$ cat config.mk
export PLATFORM = sky130hd
export DESIGN_NAME = odd_parity_tx
export DESIGN_NICKNAME = d
export VERILOG_FILES = /design/src/rtl/odd_parity_pkg.sv /design/src/rtl/odd_parity_tx.sv
export SDC_FILE = /design/constraint.sdc
export NUM_CORES = 1
export LEC_CHECK = 0
export CAP_MARGIN = 25
export CORE_ASPECT_RATIO = 0.8
export CORE_MARGIN = 3
export CORE_UTILIZATION = 31
export DETAILED_ROUTE_END_ITERATION = 8
export PLACE_DENSITY = 0.54
export SLEW_MARGIN = 0
export SYNTH_ARGS = -nofsm -noshare
export SYNTH_HDL_FRONTEND = slang
export SYNTH_SLANG_ARGS = --single-unit
$ cat constraint.sdc
create_clock -name clk -period 2.3 [get_ports clk]
set_input_delay 0.23 -clock clk [delete_from_list [all_inputs] [get_ports clk]]
set_output_delay 0.23 -clock clk [all_outputs]
set_load 0.02 [all_outputs]
$ cat src/rtl/odd_parity_pkg.sv
// Character set and FSM encoding shared by the odd-parity transmitter and checker,
// so both ends of the link agree on what '0', '1' and the separator look like.
package odd_parity_pkg;

  localparam logic [7:0] CHAR_ZERO = 8'h30;
  localparam logic [7:0] CHAR_ONE  = 8'h31;
  localparam logic [7:0] SEP_CHAR  = 8'h00;

  typedef enum logic [1:0] {
    ST_IDLE   = 2'd0,
    ST_DATA   = 2'd1,
    ST_PARITY = 2'd2,
    ST_SEP    = 2'd3
  } state_e;

endpackage

$ cat src/rtl/odd_parity_tx.sv
// Serialises a parallel word into ASCII '0'/'1' characters, MSB first, followed by
// one odd-parity character and one separator character that re-idles the checker.
module odd_parity_tx #(
  parameter int         DATA_W    = 8,
  parameter logic [7:0] CHAR_ZERO = odd_parity_pkg::CHAR_ZERO,
  parameter logic [7:0] CHAR_ONE  = odd_parity_pkg::CHAR_ONE,
  parameter logic [7:0] SEP_CHAR  = odd_parity_pkg::SEP_CHAR
) (
  input  logic              clk,
  input  logic              rst,
  input  logic              in_valid,
  input  logic [DATA_W-1:0] in_data,
  output logic              in_ready,
  output logic [7:0]        out,
  output logic              out_valid,
  output logic              frame_end
);

  localparam int CNT_W = (DATA_W > 1) ? $clog2(DATA_W) : 1;

  typedef odd_parity_pkg::state_e state_e;

  state_e            r_state,     w_state_nxt;
  logic [DATA_W-1:0] r_shift,     w_shift_nxt;
  logic [CNT_W-1:0]  r_count,     w_count_nxt;
  logic              r_parity,    w_parity_nxt;
  logic [7:0]        r_out,       w_out_nxt;
  logic              r_out_valid, w_out_valid_nxt;
  logic              r_frame_end, w_frame_end_nxt;
  logic              w_accept;

  assign in_ready = (r_state == odd_parity_pkg::ST_IDLE) ||
                    (r_state == odd_parity_pkg::ST_SEP);
  assign w_accept = in_valid && in_ready;

  // Outputs are registered, so the character computed here for the state being
  // entered appears on out at the next edge.
  always_comb begin
    // NOTE: every signal gets a default before the case so no path leaves one
    // unassigned -- otherwise synthesis infers a latch.
    w_state_nxt     = odd_parity_pkg::ST_IDLE;
    w_shift_nxt     = r_shift;
    w_count_nxt     = r_count;
    w_parity_nxt    = r_parity;
    w_out_nxt       = SEP_CHAR;
    w_out_valid_nxt = 1'b0;
    w_frame_end_nxt = 1'b0;

    unique case (r_state)
      odd_parity_pkg::ST_IDLE,
      odd_parity_pkg::ST_SEP: begin
        if (w_accept) begin
          w_state_nxt     = odd_parity_pkg::ST_DATA;
          w_out_nxt       = in_data[DATA_W-1] ? CHAR_ONE : CHAR_ZERO;
          w_out_valid_nxt = 1'b1;
          w_shift_nxt     = in_data << 1;
          w_count_nxt     = CNT_W'(DATA_W - 1);
          w_parity_nxt    = ~^in_data;
        end
      end
      odd_parity_pkg::ST_DATA: begin
        w_out_valid_nxt = 1'b1;
        if (r_count == '0) begin
          w_state_nxt     = odd_parity_pkg::ST_PARITY;
          w_out_nxt       = r_parity ? CHAR_ONE : CHAR_ZERO;
          w_frame_end_nxt = 1'b1;
        end else begin
          w_state_nxt = odd_parity_pkg::ST_DATA;
          w_out_nxt   = r_shift[DATA_W-1] ? CHAR_ONE : CHAR_ZERO;
          w_shift_nxt = r_shift << 1;
          w_count_nxt = r_count - 1'b1;
        end
      end
      odd_parity_pkg::ST_PARITY: w_state_nxt = odd_parity_pkg::ST_SEP;
      default:                   w_state_nxt = odd_parity_pkg::ST_IDLE;
    endcase
  end

  always_ff @(posedge clk) begin
    // NOTE: non-blocking assignments here so every register samples the
    // pre-edge values; blocking ones would make results order-dependent.
    if (rst) begin
      r_state     <= odd_parity_pkg::ST_IDLE;
      r_shift     <= '0;
      r_count     <= '0;
      r_parity    <= 1'b0;
      r_out       <= SEP_CHAR;
      r_out_valid <= 1'b0;
      r_frame_end <= 1'b0;
    end else begin
      r_state     <= w_state_nxt;
      r_shift     <= w_shift_nxt;
      r_count     <= w_count_nxt;
      r_parity    <= w_parity_nxt;
      r_out       <= w_out_nxt;
      r_out_valid <= w_out_valid_nxt;
      r_frame_end <= w_frame_end_nxt;
    end
  end

  assign out       = r_out;
  assign out_valid = r_out_valid;
  assign frame_end = r_frame_end;

endmodule

==> impl_summary.md <==
Clock network
The clock network latency to the later pin of the worst-skew pair is 0.28 ns. The quantity of gates resized following cts is 0. After clock tree synthesis, the flow added hold-fix buffers numbering 0. The number of clock sinks is 16.

The clock-pin slew on the worst setup and hold paths is about 0.09 ns. The number of clock buffers inserted by TritonCTS is 3. The worst-case clock buffer depth is 2.

The number of levels the H-tree was split into is 1. The total setup buffers inserted after CTS is 0. The TritonCTS clock tree is built. Clock tree synthesis selected as its root buffer the cell sky130_fd_sc_hd__clkbuf_4.

Worst setup path
Together, buffers and inverters on the worst path number 2. The kind of start point of the critical path is a register. The delay of the slowest cell on the worst path is 0.66 ns. The required time at the endpoint of the critical path is 2.07 ns. The number of cells on the worst reg-to-reg path is 6. The setup check on the worst reg-to-reg path leaves a slack of 0.42 ns. The arrival time at the worst endpoint is approximately 1.8 ns. The category of the most critical setup path is reg2out. The highest-delay cell along the critical path is sky130_fd_sc_hd__clkdlybuf4s50_1. The worst setup path is captured at an output port.

The origin of the critical flop-to-flop path is r_state[0]. Of all nets on the critical path, the largest fanout is 8. In this run the critical register-to-register path is captured at r_count[1]. Traced cell by cell, the critical path runs through inv_1, ha_1, clkdlybuf4s50_1. Grouping stages by cell kind, the critical path spends the most delay in buffers and inverters.

Final layout
The filler cell count is approximately 280. The filler-free cell count of the finished design is 142. In the final design database the tool counted 124 nets. The antenna cell count is 0.

Relative to the synthesized area, the layout overhead comes to 19.9%. Of the cells placed in the final design, the portion with a size suffix greater than 1 is roughly 8.5%.

Route
The amount of wire on met2 after detailed routing is just over 600 um. The overall routed net length is 1570 um. In the routed design, unresolved DRC markers number 0. The detailed-route via count is approximately 640. In the detailed route, the total length drawn on met3 is 138 um. In the routed layout, each cell is associated on average with a via count of approximately 4.5. The total routed wire length on the met1 layer is approximately 820 um.

Signal routing reaches up to met4. The first detailed-routing pass took 4 iterations. The average routed wire per standard cell is approximately 11 um. The detail route stage leaves a number of antenna-violating nets equal to 0. After the first detailed-routing iteration, the DRC count stood at 25.

STA
The minimum clock period after layout is around 2.0 ns. Measured against its own limit, the worst slew margin works out to about three fifths. The total setup violations reported at the end of the flow is 0.

The final setup skew is between 0.006 and 0.007 ns. The count of final hold-check violations is 0. Adding up every negative setup slack in the final design gives 0 ns.

Setup repair after global routing left no endpoint under its margin. The final critical path takes up a little under nine tenths of the cycle. The final-report max-slew violation count is 0. At the pin with the least slew margin, the transition time is between 0.5 and 0.6 ns. Timing would allow up to about 500 MHz.

Global routing
The initial antenna violation count is 0. The overall overflow remaining after global route is 0. The total track usage is between 10% and 20%. The number of global-route vias before repair was between 500 and 600. Entering global routing, the biggest net connects 18 pins. The first global-routing pass estimated approximately 2600 um of wire.

Logic synthesis
Synthesis handed over a netlist of 93 instances. The post-synthesis compound-gate area fraction is 12.3%. Averaged over all synthesized cells, the footprint is 9.39 sq um. The register area share after synthesis is 36.7%. The cell area after synthesis is 873 sq um.

The main combinational cell family by area after synthesis is simple AND/OR/NAND/NOR gates. The number of flip-flops and latches in the synthesized netlist is 16. For this run, the number of Yosys warnings is 0. Summing the areas of all and, or, nand and nor instances in the mapped netlist gives 16.3% of the synthesized area. The synthesized netlist devotes under 10% of its cell area to adder and majority cells.

The post-synthesis xor/xnor area fraction is 8.02%. The post-synthesis mux area share is between 8 and 9%. The distinct cell type count after synthesis is 28.

Power
The design draws 731 uW. The power density over the cells is roughly 700 nW/um^2. The analysis attributes to cell leakage a power of about 0.40 nW. The largest voltage drop on the vdd net is 0.000312 V.

Placed design
The number of placed cells counting well taps is 139. The post-detailed-placement half-perimeter wirelength is ~1200 um. The count of buffers added on input and output ports is 16. The final RePlAce weighted congestion is around 0.71.

Floorplan
The core region is between 2000 and 3000 sq um. The die is 65.3 um wide. For this configuration, the core starts out at a cell density of roughly a third. The die covers 3490 sq um. The number of standard-cell rows in the floorplan is 16. The chip height is between 50 and 60 um.

22 I/O pins were placed.

Min path
The type of the most critical hold path is reg2reg. The worst-case hold path end point is r_count[0]. The count of cells along the worst hold path is 1. The worst hold path begins at r_count[0].

Status
The flow ran to the end, and the final reports show no timing, DRC or antenna violations.

Flow run
Across the run, the number of max-cap violations was 0.
-- cell type report --
class,instances,area [sq um],share of cell area [%]
multi-input combinational,65,473,45.2
sequential,16,320,30.6
inverter,5,18.8,1.79
tap,36,45.0,4.30
timing repair buffer,17,168,16.0
clock buffer,3,22.5,2.15
-- through the flow --
stage / utilization [%] / hold WS (ns) / worst slack [ns] / cell area [sq um]
after floorplan: - / 0.369 / 0.531 / 888
after global placement: 40.0 / 0.453 / 0.457 / 1020
after detailed placement: 40.0 / 0.472 / 0.419 / 1020
after CTS: 40.9 / 0.484 / 0.309 / 1050
after global routing: 40.9 / 0.510 / 0.184 / 1050
final: 40.9 / 0.485 / 0.319 / 1050
-- worst register-to-register path: cells and delay by family, from the launching register on --
| kind | cells | cell delay [ns] |
|---|---|---|
| flops | 1 | 0.34 |
| simple gates | 3 | 0.77 |
| buf+inv | 1 | 0.06 |
| compound gates | 1 | 0.23 |
| fa+ha+maj | 1 | 0.40 |
-- cells by family after synthesis --
family	after synthesis
other	1
adder cells (fa/ha/maj)	5
multiplexers	7
buffers and inverters	16
XOR/XNOR	8
AO/OA/AOI/OAI	14
flip-flops	16
AND/OR/NAND/NOR	26
-- registers in the layout, indices dropped and copies added (netlist names) --
| name | flops |
|---|---|
| frame_end | 1 |
| r_state | 2 |
| r_count | 3 |
| r_parity | 1 |
| r_shift | 7 |
| out | 2 |
-- routing by layer --
metal	vias to the layer above	global-route usage, %
met1	277	14.6
met5	-	0
met3	2	4.88
li1	338	-
met4	0	3.10
met2	20	13.1
-- power by group --
part	leakage, nW	internal (mW)	switching [mW]
combinational	0.257	0.121	0.129
sequential	0.132	0.317	0.0199
clock	0.0138	0.0608	0.0843
-- placed cells by master (no fill, tap or decap) --
cell,n
sky130_fd_sc_hd__clkbuf_4,3
sky130_fd_sc_hd__conb_1,5
sky130_fd_sc_hd__xor2_1,2
sky130_fd_sc_hd__a211oi_1,9
sky130_fd_sc_hd__a2bb2oi_1,1
sky130_fd_sc_hd__inv_1,5
sky130_fd_sc_hd__o31ai_1,1
sky130_fd_sc_hd__and3b_4,1
sky130_fd_sc_hd__nor3_4,1
sky130_fd_sc_hd__nor4b_1,1
sky130_fd_sc_hd__mux2i_1,6
sky130_fd_sc_hd__a32oi_1,1
sky130_fd_sc_hd__a21oi_1,1
sky130_fd_sc_hd__buf_4,1
sky130_fd_sc_hd__xnor2_1,6
sky130_fd_sc_hd__ha_1,5
sky130_fd_sc_hd__and2b_4,1
sky130_fd_sc_hd__nor2_1,14
sky130_fd_sc_hd__nand2b_1,1
sky130_fd_sc_hd__clkdlybuf4s50_1,16
sky130_fd_sc_hd__nor3_1,3
sky130_fd_sc_hd__nand2_1,2
sky130_fd_sc_hd__dfxtp_1,16
sky130_fd_sc_hd__o21ba_2,1
sky130_fd_sc_hd__nor2b_1,1
sky130_fd_sc_hd__mux2_2,1
sky130_fd_sc_hd__nand3b_1,1
-- synth_stat cells --
master | instances | area, sq um
sky130_fd_sc_hd__dfxtp_1 | 16 | 320
sky130_fd_sc_hd__a2bb2oi_1 | 1 | 8.76
sky130_fd_sc_hd__clkbuf_1 | 2 | 7.51
sky130_fd_sc_hd__and3b_4 | 1 | 12.5
sky130_fd_sc_hd__a211oi_1 | 9 | 67.6
sky130_fd_sc_hd__nor3_4 | 1 | 16.3
sky130_fd_sc_hd__nor4b_1 | 1 | 8.76
sky130_fd_sc_hd__nor3_1 | 3 | 15.0
sky130_fd_sc_hd__conb_1 | 1 | 3.75
sky130_fd_sc_hd__and2b_4 | 1 | 10.0
sky130_fd_sc_hd__ha_1 | 5 | 62.6
sky130_fd_sc_hd__o21ba_2 | 1 | 10.0
sky130_fd_sc_hd__nand2_1 | 2 | 7.51
sky130_fd_sc_hd__nor2b_1 | 1 | 6.26
sky130_fd_sc_hd__o31ai_1 | 1 | 7.51
sky130_fd_sc_hd__buf_6 | 1 | 11.3
sky130_fd_sc_hd__mux2i_1 | 6 | 60.1
sky130_fd_sc_hd__a32oi_1 | 1 | 8.76
sky130_fd_sc_hd__mux2_2 | 1 | 11.3
sky130_fd_sc_hd__nor2_1 | 14 | 52.6
sky130_fd_sc_hd__xnor2_1 | 6 | 52.6
sky130_fd_sc_hd__inv_1 | 5 | 18.8
sky130_fd_sc_hd__xor2_1 | 2 | 17.5
sky130_fd_sc_hd__buf_4 | 7 | 52.6
sky130_fd_sc_hd__nand3b_1 | 1 | 7.51
sky130_fd_sc_hd__nand2b_1 | 1 | 6.26
sky130_fd_sc_hd__buf_2 | 1 | 5.00
sky130_fd_sc_hd__a21oi_1 | 1 | 5.00
-- how the worst max path moves through the flow --
stage	start	endpoint	slack, ns	cells past startpoint
after floorplan	r_state[0]	r_count[2]	0.53	6
after global placement	in_valid	r_shift[2]	0.46	5
after detailed placement	r_state[0]	r_shift[2]	0.42	6
after CTS	r_state[0]	in_ready	0.31	3
after global routing	r_state[0]	r_shift[4]	0.18	6
final	r_state[0]	in_ready	0.32	3
Power figures use the tool's default switching activity.
